**config.mk**
```make
export PLATFORM = sky130hd
export DESIGN_NAME = mem_access_ctrl_flat
export DESIGN_NICKNAME = d
export VERILOG_FILES = /design/src/rtl/mem_access_ctrl_pkg.sv /design/src/rtl/mem_access_ctrl_if.sv /design/src/rtl/mem_access_ctrl_byte_lane_align.sv /design/src/rtl/mem_access_ctrl.sv /design/src/flat_wrapper.sv
export SDC_FILE = /design/constraint.sdc
export NUM_CORES = 1
export LEC_CHECK = 0
export BUFFER_PORTS_ARGS = -buffer_cell sky130_fd_sc_hd__buf_4
export CAP_MARGIN = 20
export CORE_ASPECT_RATIO = 0.5
export CORE_MARGIN = 3
export CORE_UTILIZATION = 25
export DETAILED_ROUTE_END_ITERATION = 8
export PLACE_DENSITY_LB_ADDON = 0.2
export SLEW_MARGIN = 5
export SYNTH_ARGS = -nofsm -noshare
export SYNTH_HDL_FRONTEND = slang
export SYNTH_SLANG_ARGS = --single-unit
```
**constraint.sdc**
```tcl
create_clock -name clk -period 2.6 [get_ports clk]
set_input_delay 0.39 -clock clk [delete_from_list [all_inputs] [get_ports clk]]
set_output_delay 0.39 -clock clk [all_outputs]
set_load 0.1 [all_outputs]
```
**src/rtl/mem_access_ctrl_pkg.sv**
```systemverilog
// Shared constants, state encoding and request legality check for the
// RISC-V load/store controller in front of ram256x32.
package mem_access_ctrl_pkg;

   localparam logic [2:0] F3_B  = 3'b000;
   localparam logic [2:0] F3_H  = 3'b001;
   localparam logic [2:0] F3_W  = 3'b010;
   localparam logic [2:0] F3_BU = 3'b100;
   localparam logic [2:0] F3_HU = 3'b101;

   localparam logic RAM_SEL   = 1'b0;
   localparam logic RAM_DESEL = 1'b1;
   localparam logic RW_READ   = 1'b0;
   localparam logic RW_WRITE  = 1'b1;

   typedef enum logic [1:0] {
      ST_IDLE = 2'd0,
      ST_RD   = 2'd1,
      ST_WR   = 2'd2,
      ST_RESP = 2'd3
   } state_t;

   // Illegal width code, unsigned store, or misaligned halfword/word.
   function automatic logic req_illegal(input logic [2:0] f3, input logic we,
                                        input logic [1:0] lane);
      logic bad;
      case (f3)
         F3_B:    bad = 1'b0;
         F3_H:    bad = lane[0];
         F3_W:    bad = (lane != 2'b00);
         F3_BU:   bad = we;
         F3_HU:   bad = we || lane[0];
         default: bad = 1'b1;
      endcase
      return bad;
   endfunction

endpackage

```
**src/rtl/mem_access_ctrl_if.sv**
```systemverilog
// Request/response handshake between the datapath (master) and the
// load/store controller (slave).
interface mem_access_ctrl_if;
   logic        req_valid;
   logic        req_ready;
   logic        req_we;
   logic [2:0]  req_funct3;
   logic [31:0] req_addr;
   logic [31:0] req_wdata;
   logic        resp_valid;
   logic        resp_ready;
   logic [31:0] resp_rdata;
   logic        resp_err;

   modport master (
      output req_valid, req_we, req_funct3, req_addr, req_wdata, resp_ready,
      input  req_ready, resp_valid, resp_rdata, resp_err
   );

   modport slave (
      input  req_valid, req_we, req_funct3, req_addr, req_wdata, resp_ready,
      output req_ready, resp_valid, resp_rdata, resp_err
   );
endinterface

```
**src/rtl/mem_access_ctrl_byte_lane_align.sv**
```systemverilog
// Combinational lane logic: load extract/extend and SB/SH merge of new
// store bytes into the word just read from RAM.
module byte_lane_align
   import mem_access_ctrl_pkg::*;
(
   input  logic [2:0]  funct3,
   input  logic [1:0]  lane,
   input  logic [31:0] rdata,
   input  logic [15:0] wdata,
   output logic [31:0] load_data,
   output logic [31:0] merged_word
);
   logic [7:0]  sel_byte;
   logic [15:0] sel_half;

   assign sel_byte = rdata[{lane, 3'b000} +: 8];
   assign sel_half = lane[1] ? rdata[31:16] : rdata[15:0];

   always_comb begin
      load_data = 32'h0;
      case (funct3)
         F3_B:    load_data = {{24{sel_byte[7]}}, sel_byte};
         F3_BU:   load_data = {24'h0, sel_byte};
         F3_H:    load_data = {{16{sel_half[15]}}, sel_half};
         F3_HU:   load_data = {16'h0, sel_half};
         F3_W:    load_data = rdata;
         default: load_data = 32'h0;
      endcase
   end

   generate
      for (genvar gi = 0; gi < 4; gi++) begin : g_lane
         logic byte_hit;
         assign byte_hit = ((funct3 == F3_B) && (lane == 2'(gi))) ||
                           ((funct3 == F3_H) && (lane[1] == 1'(gi / 2)));
         // Halfword stores spread wdata[15:0] over two lanes; byte stores reuse wdata[7:0].
         assign merged_word[gi*8 +: 8] = !byte_hit ? rdata[gi*8 +: 8] :
                                         (funct3 == F3_H) ? wdata[(gi % 2)*8 +: 8] :
                                         wdata[7:0];
      end
   endgenerate

endmodule

```
**src/rtl/mem_access_ctrl.sv**
```systemverilog
// Load/store controller driving ram256x32: one request per handshake,
// read-modify-write for SB/SH, errors answered without touching the RAM.
module mem_access_ctrl
   import mem_access_ctrl_pkg::*;
#(
   parameter int          ADDR_BITS = 8,
   parameter logic [31:0] BASE_ADDR = 32'h0
) (
   input  logic                 clk,
   input  logic                 rst,
   mem_access_ctrl_if.slave     bus,
   output logic                 ram_cs,
   output logic                 ram_rw,
   output logic [ADDR_BITS-1:0] ram_adrs,
   output logic [31:0]          ram_wdata,
   input  logic [31:0]          ram_rdata
);
   state_t                 state_reg, state_next;
   logic                   we_reg, we_next;
   logic [2:0]             f3_reg, f3_next;
   logic [1:0]             lane_reg, lane_next;
   logic [15:0]            wdata_reg, wdata_next;
   logic                   cs_reg, cs_next;
   logic                   rw_reg, rw_next;
   logic [ADDR_BITS-1:0]   adrs_reg, adrs_next;
   logic [31:0]            ram_wdata_reg, ram_wdata_next;
   logic                   resp_valid_reg, resp_valid_next;
   logic [31:0]            resp_rdata_reg, resp_rdata_next;
   logic                   resp_err_reg, resp_err_next;
   logic                   req_ready_reg, req_ready_next;

   logic [31:0] off;
   logic        out_of_range;
   logic        req_err;
   logic        accept;
   logic [31:0] load_data;
   logic [31:0] merged_word;

   assign off          = bus.req_addr - BASE_ADDR;
   assign out_of_range = (bus.req_addr < BASE_ADDR) || ((off >> (ADDR_BITS + 2)) != 32'd0);
   assign req_err      = out_of_range || req_illegal(bus.req_funct3, bus.req_we, off[1:0]);
   assign accept       = bus.req_valid && req_ready_reg;

   byte_lane_align u_align (
      .funct3      (f3_reg),
      .lane        (lane_reg),
      .rdata       (ram_rdata),
      .wdata       (wdata_reg),
      .load_data   (load_data),
      .merged_word (merged_word)
   );

   always_comb begin
      state_next      = state_reg;
      we_next         = we_reg;
      f3_next         = f3_reg;
      lane_next       = lane_reg;
      wdata_next      = wdata_reg;
      cs_next         = cs_reg;
      rw_next         = rw_reg;
      adrs_next       = adrs_reg;
      ram_wdata_next  = ram_wdata_reg;
      resp_valid_next = resp_valid_reg;
      resp_rdata_next = resp_rdata_reg;
      resp_err_next   = resp_err_reg;
      case (state_reg)
         ST_IDLE: begin
            if (accept) begin
               we_next         = bus.req_we;
               f3_next         = bus.req_funct3;
               lane_next       = off[1:0];
               wdata_next      = bus.req_wdata[15:0];
               resp_rdata_next = 32'h0;
               resp_err_next   = 1'b0;
               if (req_err) begin
                  state_next      = ST_RESP;
                  resp_valid_next = 1'b1;
                  resp_err_next   = 1'b1;
               end else if (!bus.req_we || (bus.req_funct3 != F3_W)) begin
                  // Loads and partial stores both start with a read of the word.
                  state_next = ST_RD;
                  cs_next    = RAM_SEL;
                  rw_next    = RW_READ;
                  adrs_next  = off[ADDR_BITS+1:2];
               end else begin
                  state_next     = ST_WR;
                  cs_next        = RAM_SEL;
                  rw_next        = RW_WRITE;
                  adrs_next      = off[ADDR_BITS+1:2];
                  ram_wdata_next = bus.req_wdata;
               end
            end
         end
         ST_RD: begin
            if (we_reg) begin
               state_next     = ST_WR;
               rw_next        = RW_WRITE;
               ram_wdata_next = merged_word;
            end else begin
               state_next      = ST_RESP;
               cs_next         = RAM_DESEL;
               resp_valid_next = 1'b1;
               resp_rdata_next = load_data;
            end
         end
         ST_WR: begin
            state_next      = ST_RESP;
            cs_next         = RAM_DESEL;
            resp_valid_next = 1'b1;
         end
         ST_RESP: begin
            // rw falls back to read only here, with the RAM already deselected.
            if (bus.resp_ready) begin
               state_next      = ST_IDLE;
               resp_valid_next = 1'b0;
               rw_next         = RW_READ;
            end
         end
         default: state_next = ST_IDLE;
      endcase
      req_ready_next = (state_next == ST_IDLE);
   end

   always_ff @(posedge clk) begin
      if (rst) begin
         state_reg      <= ST_IDLE;
         we_reg         <= 1'b0;
         f3_reg         <= 3'b000;
         lane_reg       <= 2'b00;
         wdata_reg      <= 16'h0;
         cs_reg         <= RAM_DESEL;
         rw_reg         <= RW_READ;
         adrs_reg       <= '0;
         ram_wdata_reg  <= 32'h0;
         resp_valid_reg <= 1'b0;
         resp_rdata_reg <= 32'h0;
         resp_err_reg   <= 1'b0;
         req_ready_reg  <= 1'b0;
      end else begin
         state_reg      <= state_next;
         we_reg         <= we_next;
         f3_reg         <= f3_next;
         lane_reg       <= lane_next;
         wdata_reg      <= wdata_next;
         cs_reg         <= cs_next;
         rw_reg         <= rw_next;
         adrs_reg       <= adrs_next;
         ram_wdata_reg  <= ram_wdata_next;
         resp_valid_reg <= resp_valid_next;
         resp_rdata_reg <= resp_rdata_next;
         resp_err_reg   <= resp_err_next;
         req_ready_reg  <= req_ready_next;
      end
   end

   assign ram_cs         = cs_reg;
   assign ram_rw         = rw_reg;
   assign ram_adrs       = adrs_reg;
   assign ram_wdata      = ram_wdata_reg;
   assign bus.req_ready  = req_ready_reg;
   assign bus.resp_valid = resp_valid_reg;
   assign bus.resp_rdata = resp_rdata_reg;
   assign bus.resp_err   = resp_err_reg;

endmodule

```
**src/flat_wrapper.sv**
```systemverilog
// flat-port wrapper written by rule: the top's interface ports become plain ports
module mem_access_ctrl_flat import mem_access_ctrl_pkg::*;
#(
   parameter int          ADDR_BITS = 8,
   parameter logic [31:0] BASE_ADDR = 32'h0
)
  (clk, rst, ram_cs, ram_rw, ram_adrs, ram_wdata, ram_rdata, bus_req_valid, bus_req_we, bus_req_funct3, bus_req_addr, bus_req_wdata, bus_resp_ready, bus_req_ready, bus_resp_valid, bus_resp_rdata, bus_resp_err);
  mem_access_ctrl_if bus_i ();
  input  logic clk;
  input  logic rst;
  output logic ram_cs;
  output logic ram_rw;
  output logic [ADDR_BITS-1:0] ram_adrs;
  output logic [31:0] ram_wdata;
  input  logic [31:0] ram_rdata;
  input wire logic [$bits(bus_i.req_valid)-1:0] bus_req_valid;
  input wire logic [$bits(bus_i.req_we)-1:0] bus_req_we;
  input wire logic [$bits(bus_i.req_funct3)-1:0] bus_req_funct3;
  input wire logic [$bits(bus_i.req_addr)-1:0] bus_req_addr;
  input wire logic [$bits(bus_i.req_wdata)-1:0] bus_req_wdata;
  input wire logic [$bits(bus_i.resp_ready)-1:0] bus_resp_ready;
  output wire logic [$bits(bus_i.req_ready)-1:0] bus_req_ready;
  output wire logic [$bits(bus_i.resp_valid)-1:0] bus_resp_valid;
  output wire logic [$bits(bus_i.resp_rdata)-1:0] bus_resp_rdata;
  output wire logic [$bits(bus_i.resp_err)-1:0] bus_resp_err;
  assign bus_i.req_valid = bus_req_valid;
  assign bus_i.req_we = bus_req_we;
  assign bus_i.req_funct3 = bus_req_funct3;
  assign bus_i.req_addr = bus_req_addr;
  assign bus_i.req_wdata = bus_req_wdata;
  assign bus_i.resp_ready = bus_resp_ready;
  assign bus_req_ready = bus_i.req_ready;
  assign bus_resp_valid = bus_i.resp_valid;
  assign bus_resp_rdata = bus_i.resp_rdata;
  assign bus_resp_err = bus_i.resp_err;
  mem_access_ctrl #(.ADDR_BITS(ADDR_BITS), .BASE_ADDR(BASE_ADDR)) u_core (.clk(clk), .rst(rst), .bus(bus_i), .ram_cs(ram_cs), .ram_rw(ram_rw), .ram_adrs(ram_adrs), .ram_wdata(ram_wdata), .ram_rdata(ram_rdata));
endmodule
```
==> results of run 1 <==
[tightest hold or removal path, stage by stage]
cell and delay (ns):
buf_4 0.08, mux2i_1 0.05, nor2_1 0.07
[metal layers]
layer	up-vias	GRT usage	share of wire
met5	-	0	0
met2	181	0.253	0.43
met3	19	0.0463	0.066
met1	2473	0.256	0.50
met4	0	0.0372	0.012
li1	2582	-	-
[final cells by class]
type | count | area share
Clock buffer | 11 | 0.0341
Tap cell | 266 | 0.0468
Inverter | 31 | 0.0164
Sequential cell | 101 | 0.284
Clock inverter | 5 | 0.00844
Multi-Input combinational cell | 438 | 0.396
Timing Repair Buffer | 199 | 0.214
[logic make-up after synthesis]
group / Yosys count / synth area share
flip-flops: 101 / 0.391
multiplexers: 42 / 0.101
AND/OR/NAND/NOR: 187 / 0.172
buffers and inverters: 80 / 0.0667
adder cells (fa/ha/maj): 5 / 0.0121
AO/OA/AOI/OAI: 204 / 0.258
[how the worst max path moves through the flow]
stage / from / to / slack [ns] / depth (start not counted)
finish: u_core.state_reg[1] / u_core.ram_wdata[29] / 0.24 / 8
global route: u_core.state_reg[1] / u_core.ram_wdata[26] / -0.01 / 8
CTS: u_core.state_reg[1] / u_core.ram_wdata[29] / 0.23 / 8
detailed placement: bus_req_addr[22] / u_core.ram_adrs[6] / 0.18 / 7
global placement: bus_req_addr[22] / u_core.ram_adrs[3] / 0.20 / 7
floorplan: u_core.bus.req_ready / u_core.ram_wdata[6] / 0.36 / 7
[cell usage after synthesis (3+ instances only)]
cell and instances:
a211o_1 9, a21o_1 3, a21oi_1 78, a221oi_1 9, a222oi_1 6, a311oi_1 7
and3_1 5, buf_2 6, buf_4 4, buf_6 3, clkbuf_1 34, dfxtp_1 101
ha_1 5, inv_1 29, mux2i_1 34, mux4_2 8, nand2_1 82, nand2b_1 13
nand4_1 11, nor2_1 35, nor2b_1 4, nor3_1 19, nor4_1 5, o2111ai_1 8
o211ai_1 9, o21ai_0 39, o221ai_1 8, o22ai_1 8, o31ai_1 3
[power by group]
part           switching [µW]  internal (µW)  leakage [µW]
registers                 148           1720      0.000817
logic                    2210            942       0.00200
clock network             629            776      0.000146
total                    2990           3440       0.00296
[repair_timing]
item | 4_1_cts | 5_1_grt
hold endpoints to repair | 0 | 0
gates resized for setup | 0 | 2
setup endpoints to repair | 0 | 8
hold buffers | 0 | 0
[through the flow]
stage                     setup WS, ns  power [µW]  hold WS [ns]  instances
after floorplan                  0.365        4150         0.436        619
after global placement           0.199        5040         0.439       1035
after detailed placement         0.180        5040         0.446       1035
after CTS                        0.229        6470         0.262       1051
after global routing           -0.0131        6810         0.268       1051
final                            0.235        6430         0.274       1051
==> results.tsv, run 1 <==
stage	metric	value	unit
run_status	status	finished, final reports clean	
power	LEAKAGE	0.00296	µW
setup_path	Worst Path Buf+Inv	2	
yosys	FF+latch count, synth	101	
setup_path	Top delay family on crit path	compound AO/OA/AOI/OAI gates	
yosys	synthesized area per cell	8.36	µm²
clocking	buffers from clock root to sink, at most	2	
setup_path	FF-to-FF setup slack	0.24	ns
setup_path	Worst Path Required	2.87	ns
min_path	Hold Path Class	primary input to flop	
min_path	WHS Endpoint	u_core.ram_adrs[1]	
setup_path	r2r endpoint	u_core.ram_wdata[29]	
floorplan	I/O Pins	181	
setup_path	FF-to-FF path depth	8	
finish	Reg area	2020	µm²
timing	pins over their slew limit	0	
yosys	synth warn	0	
clocking	root buffer cell	clkbuf_16	
place	RePlAce Congestion	0.839	
yosys	synth top area cells	dfxtp_1, a21oi_1, mux2i_1, nand2_1, o21ai_0	
yosys	synthesized area	5170	µm²
setup_path	CP max FO	27	
floorplan	row count	36	
routing	Routed wire per std cell	19.3	µm
yosys	fraction of registers with async set/reset	0	
finish	NumNets Final	889	
routing	Post-DRT Antenna Nets	0	
finish	Filler Cell Count	2116	
floorplan	Chip Height	108	µm
yosys	Yosys cell types	54	
yosys	Seq/Total Area, Yosys	0.391	
floorplan	die area	22600	µm²
grt	gr usage total	0.174	
clocking	Num CTS Buffers	9	
floorplan	Die W	209	µm
yosys	Synth Instances	619	
yosys	Post-synth EDFFs	0	
grt	largest net degree at the start of global routing	53	
timing	Fmax achieved	0.423	GHz
finish	area grow syn2layout	37.5	%
timing	setup_tns	0	ns
floorplan	Starting Density	0.260	
timing	final period utilization	0.910	
place	DP HPWL	15400	µm
timing	Slew @ Worst Pin	1.04	ns
finish	commonest non-fill, non-tap cell in the layout	buf_4	
clocking	clk_lat worst skew	0.36	ns
finish	most frequent cells in the layout	buf_4, dfxtp_1, nand2_1	
routing	vias per cell	5.00	
setup_path	crit-path cells	inv_1 > ha_1 > nand3_1 > o31ai_1 > and3_2 > buf_12 > a21oi_1 > a311oi_2	
timing	post-route minimum period	2.36	ns
grt	vias in the first global route	5019	
timing	Setup Viol. Count Final	0	
clocking	Setup Buffers After CTS	0	
setup_path	max incr delay on CP	0.41	ns
clocking	CTS H-tree lvls	3	
place	dpl cell area	6800	µm²
floorplan	Core ar.	19900	µm²
clocking	clk sinks	101	
power	Pwr Density	904	nW/µm²
grt	first-pass GRT wire length	30200	µm
grt	Congestion Overflow GR	0	
yosys	largest area contributor in the netlist	dfxtp_1	
finish	post-route cell area	7110	µm²
yosys	top_reg_cell synth	dfxtp_1	
min_path	Hold Startpoint	bus_req_addr[3]	
finish	Ant. Diodes	0	
yosys	synthesized net count	728	
setup_path	reg-to-reg critical path startpoint	u_core.state_reg[1]	
clocking	Clock transition at path regs	0.07	ns
finish	final design utilization	0.358	
finish	share of cells above drive strength 1	0.307	
setup_path	master of the slowest instance on the critical path	o31ai_1	
routing	Starting DRT DRC Count	440	
routing	via count	5255	
grt	initial antenna violation count	0	
place	port bufs	180	
min_path	hold path depth	3	
routing	routed wire length	20200	µm
finish	multi-input logic area	2820	µm²
routing	DRT Pass-1 Iters	7	
power	Worst IR Drop VDD	0.344	mV
setup_path	Worst Setup End Kind	flop	
clocking	CTS tree	built	
timing	clk_skew	0.00978	ns
job	maxcap violations	0	
setup_path	Critical Path AT	2.63	ns
routing	DRC Markers	0	
timing	slew margin rel.	0.303	
setup_path	CP Launch Type	flop	
timing	Hold Fails Final Rpt	0	
setup_path	CP Class	flop to flop	
yosys	area share of the largest cell type after synthesis	0.391	
(Power assumes the default switching activity.)
==> run 2: changes to the inputs <==
clock period = 2.3 ns   (was 2.6 ns; I/O delays follow)
==> results.tsv, run 2 (synthesis results as in run 1) <==
stage	metric	value	unit	change
routing	DRC Markers	0		unchanged
finish	final design utilization	0.362		+0.00447
power	Switching Share	0.469		+0.00391
setup_path	FF-to-FF path depth	7		-1
routing	vias per cell	4.98		-0.47%
grt	gr usage total	0.171		-0.00299
setup_path	Top delay family on crit path	simple AND/OR/NAND/NOR gates		
grt	first-pass GRT wire length	29900	µm	-1.1%
finish	most frequent cells in the layout	buf_4, dfxtp_1, nand2_1		
setup_path	Worst Setup End Kind	flop		
routing	Routed wire per std cell	18.8	µm	-2.3%
clocking	cts hold-fix bufs	0		unchanged
place	port bufs	180		unchanged
setup_path	master of the slowest instance on the critical path	o221ai_1		
finish	NumNets Final	902		+1.5%
power	Comb pwr share	0.511		+0.020
routing	routed wire length	20000	µm	-1.1%
grt	Congestion Overflow GR	0		unchanged
routing	DRT Pass-1 Iters	5		-2
setup_path	CP max FO	8		-70%
power	Clock Power Share	0.201		-0.017
power	Internal	3900	µW	+13%
power	Pwr Density	1020	nW/µm²	+13%
power	Worst IR Drop VDD	0.400	mV	+16%
place	dpl cell area	6910	µm²	+1.6%
setup_path	CP Launch Type	flop		
setup_path	Top cell by count, worst path	nor3_1		
min_path	WHS Endpoint	u_core.ram_adrs[1]		
power	Flop pwr share	0.288		-0.003
grt	initial antenna violation count	0		unchanged
setup_path	r2r endpoint	u_core.ram_wdata[14]		
finish	commonest non-fill, non-tap cell in the layout	buf_4		
clocking	buffers from clock root to sink, at most	2		unchanged
power	LEAKAGE	0.00302	µW	+1.9%
min_path	Hold Startpoint	bus_req_addr[3]		
setup_path	Worst Path Required	2.57	ns	-0.30 ns
finish	post-route cell area	7200	µm²	+1.2%
power	NetSw	3440	µW	+15%
timing	pins over their slew limit	0		unchanged
clocking	Clock transition at path regs	0.07	ns	about the same
floorplan	die area	22600	µm²	unchanged
clocking	root buffer cell	clkbuf_16		
clocking	clk_lat worst skew	0.35	ns	about the same
grt	largest net degree at the start of global routing	40		-25%
clocking	Num CTS Buffers	9		unchanged
clocking	CTS tree	built		
finish	Ant. Diodes	0		unchanged
setup_path	max incr delay on CP	0.45	ns	+0.04 ns
finish	area grow syn2layout	39.2	%	
setup_path	Critical Path AT	2.42	ns	-0.21 ns
setup_path	Worst Path Buf+Inv	2		unchanged
routing	via count	5295		+0.76%
setup_path	crit-path cells	inv_1 > ha_1 > buf_4 > nand4_1 > o221ai_1 > nor3_1 > nor3_1		
timing	Slew @ Worst Pin	0.524	ns	-0.513 ns
min_path	hold path depth	3		unchanged
job	maxcap violations	0		unchanged
timing	hold slack	0.236	ns	-0.0380 ns
place	DP HPWL	15500	µm	+0.79%
timing	slew margin rel.	0.651		+0.348
setup_path	CP Class	flop to flop		
setup_path	crit path from	u_core.state_reg[1]		
floorplan	Die W	209	µm	unchanged
floorplan	Starting Density	0.260		unchanged
place	RePlAce Congestion	0.848		+0.99%
timing	final period utilization	0.933		+0.0237
min_path	Hold Path Class	primary input to flop		
routing	Starting DRT DRC Count	505		+15%
run_status	status	finished, final reports clean		
finish	Filler Cell Count	2089		-1.3%
routing	Post-DRT Antenna Nets	0		unchanged
timing	setup_tns	0	ns	unchanged
timing	Hold Fails Final Rpt	0		unchanged
floorplan	Core ar.	19900	µm²	unchanged
clocking	CTS H-tree lvls	3		unchanged
floorplan	row count	36		unchanged
grt	vias in the first global route	4999		-0.40%
timing	post-route minimum period	2.15	ns	-0.218 ns
timing	Fmax achieved	0.466	GHz	+10%
setup_path	FF-to-FF setup slack	0.15	ns	-0.08 ns
setup_path	reg-to-reg critical path startpoint	u_core.state_reg[1]		
floorplan	I/O Pins	181		unchanged
timing	clk_skew	0.00914	ns	-0.000642 ns
timing	Setup Viol. Count Final	0		unchanged
clocking	clk sinks	101		unchanged
floorplan	Chip Height	108	µm	unchanged
finish	share of cells above drive strength 1	0.318		+0.0113
run 2: worst max path at each step:
stage,end,cells past startpoint
CTS,u_core.ram_wdata[11],7
finish,u_core.ram_wdata[14],7
global placement,u_core.ram_adrs[4],7
global route,u_core.ram_wdata[22],8
floorplan,u_core.ram_wdata[6],7
detailed placement,u_core.ram_adrs[2],7
run 2: final cells by class:
| cell class | count | area [µm²] | share of cell area |
|---|---|---|---|
| Clock buffer | 10 | 229 | 0.0318 |
| Timing Repair Buffer | 212 | 1630 | 0.226 |
| Tap cell | 266 | 333 | 0.0462 |
| Clock inverter | 6 | 47.5 | 0.00660 |
| Multi-Input combinational cell | 438 | 2820 | 0.392 |
| Inverter | 31 | 116 | 0.0162 |
| Sequential cell | 101 | 2020 | 0.281 |
run 2: layer usage:
| metal | up-vias | share of wire | track usage |
|---|---|---|---|
| met1 | 2508 | 0.48 | 0.244 |
| met5 | - | 0 | 0 |
| met4 | 0 | 0.0096 | 0.0301 |
| li1 | 2608 | - | - |
| met3 | 11 | 0.073 | 0.0530 |
| met2 | 168 | 0.43 | 0.254 |
run 2: worst register-to-register path, cell delays in order (launching register included):
cell and delay (ns):
dfxtp_1 0.36, inv_1 0.12, ha_1 0.34, buf_4 0.21, nand4_1 0.36, o221ai_1 0.45
nor3_1 0.09, nor3_1 0.14
run 2: power by group through the flow:
stage	Sequential [µW]	Combinational (µW)	Clock [µW]
floorplan	2940	1760	0
global placement	2150	3700	0
detailed placement	2150	3720	0
CTS	2110	3730	1530
global route	2140	4030	1590
finish	2110	3750	1480
run 2: through the flow:
step	worst slack [ns]	std cells	power, µW
floorplan	0.0649	619	4700
global placement	-0.0386	1048	5850
detailed placement	-0.0700	1048	5870
CTS	0.133	1064	7370
global route	-0.000745	1064	7750
finish	0.154	1064	7340
run 2: what timing repair did:
| item | 4_1_cts | 5_1_grt |
|---|---|---|
| gates resized for setup | 0 | 3 |
| buffers inserted | 0 | 0 |
| setup endpoints to repair | 0 | 7 |
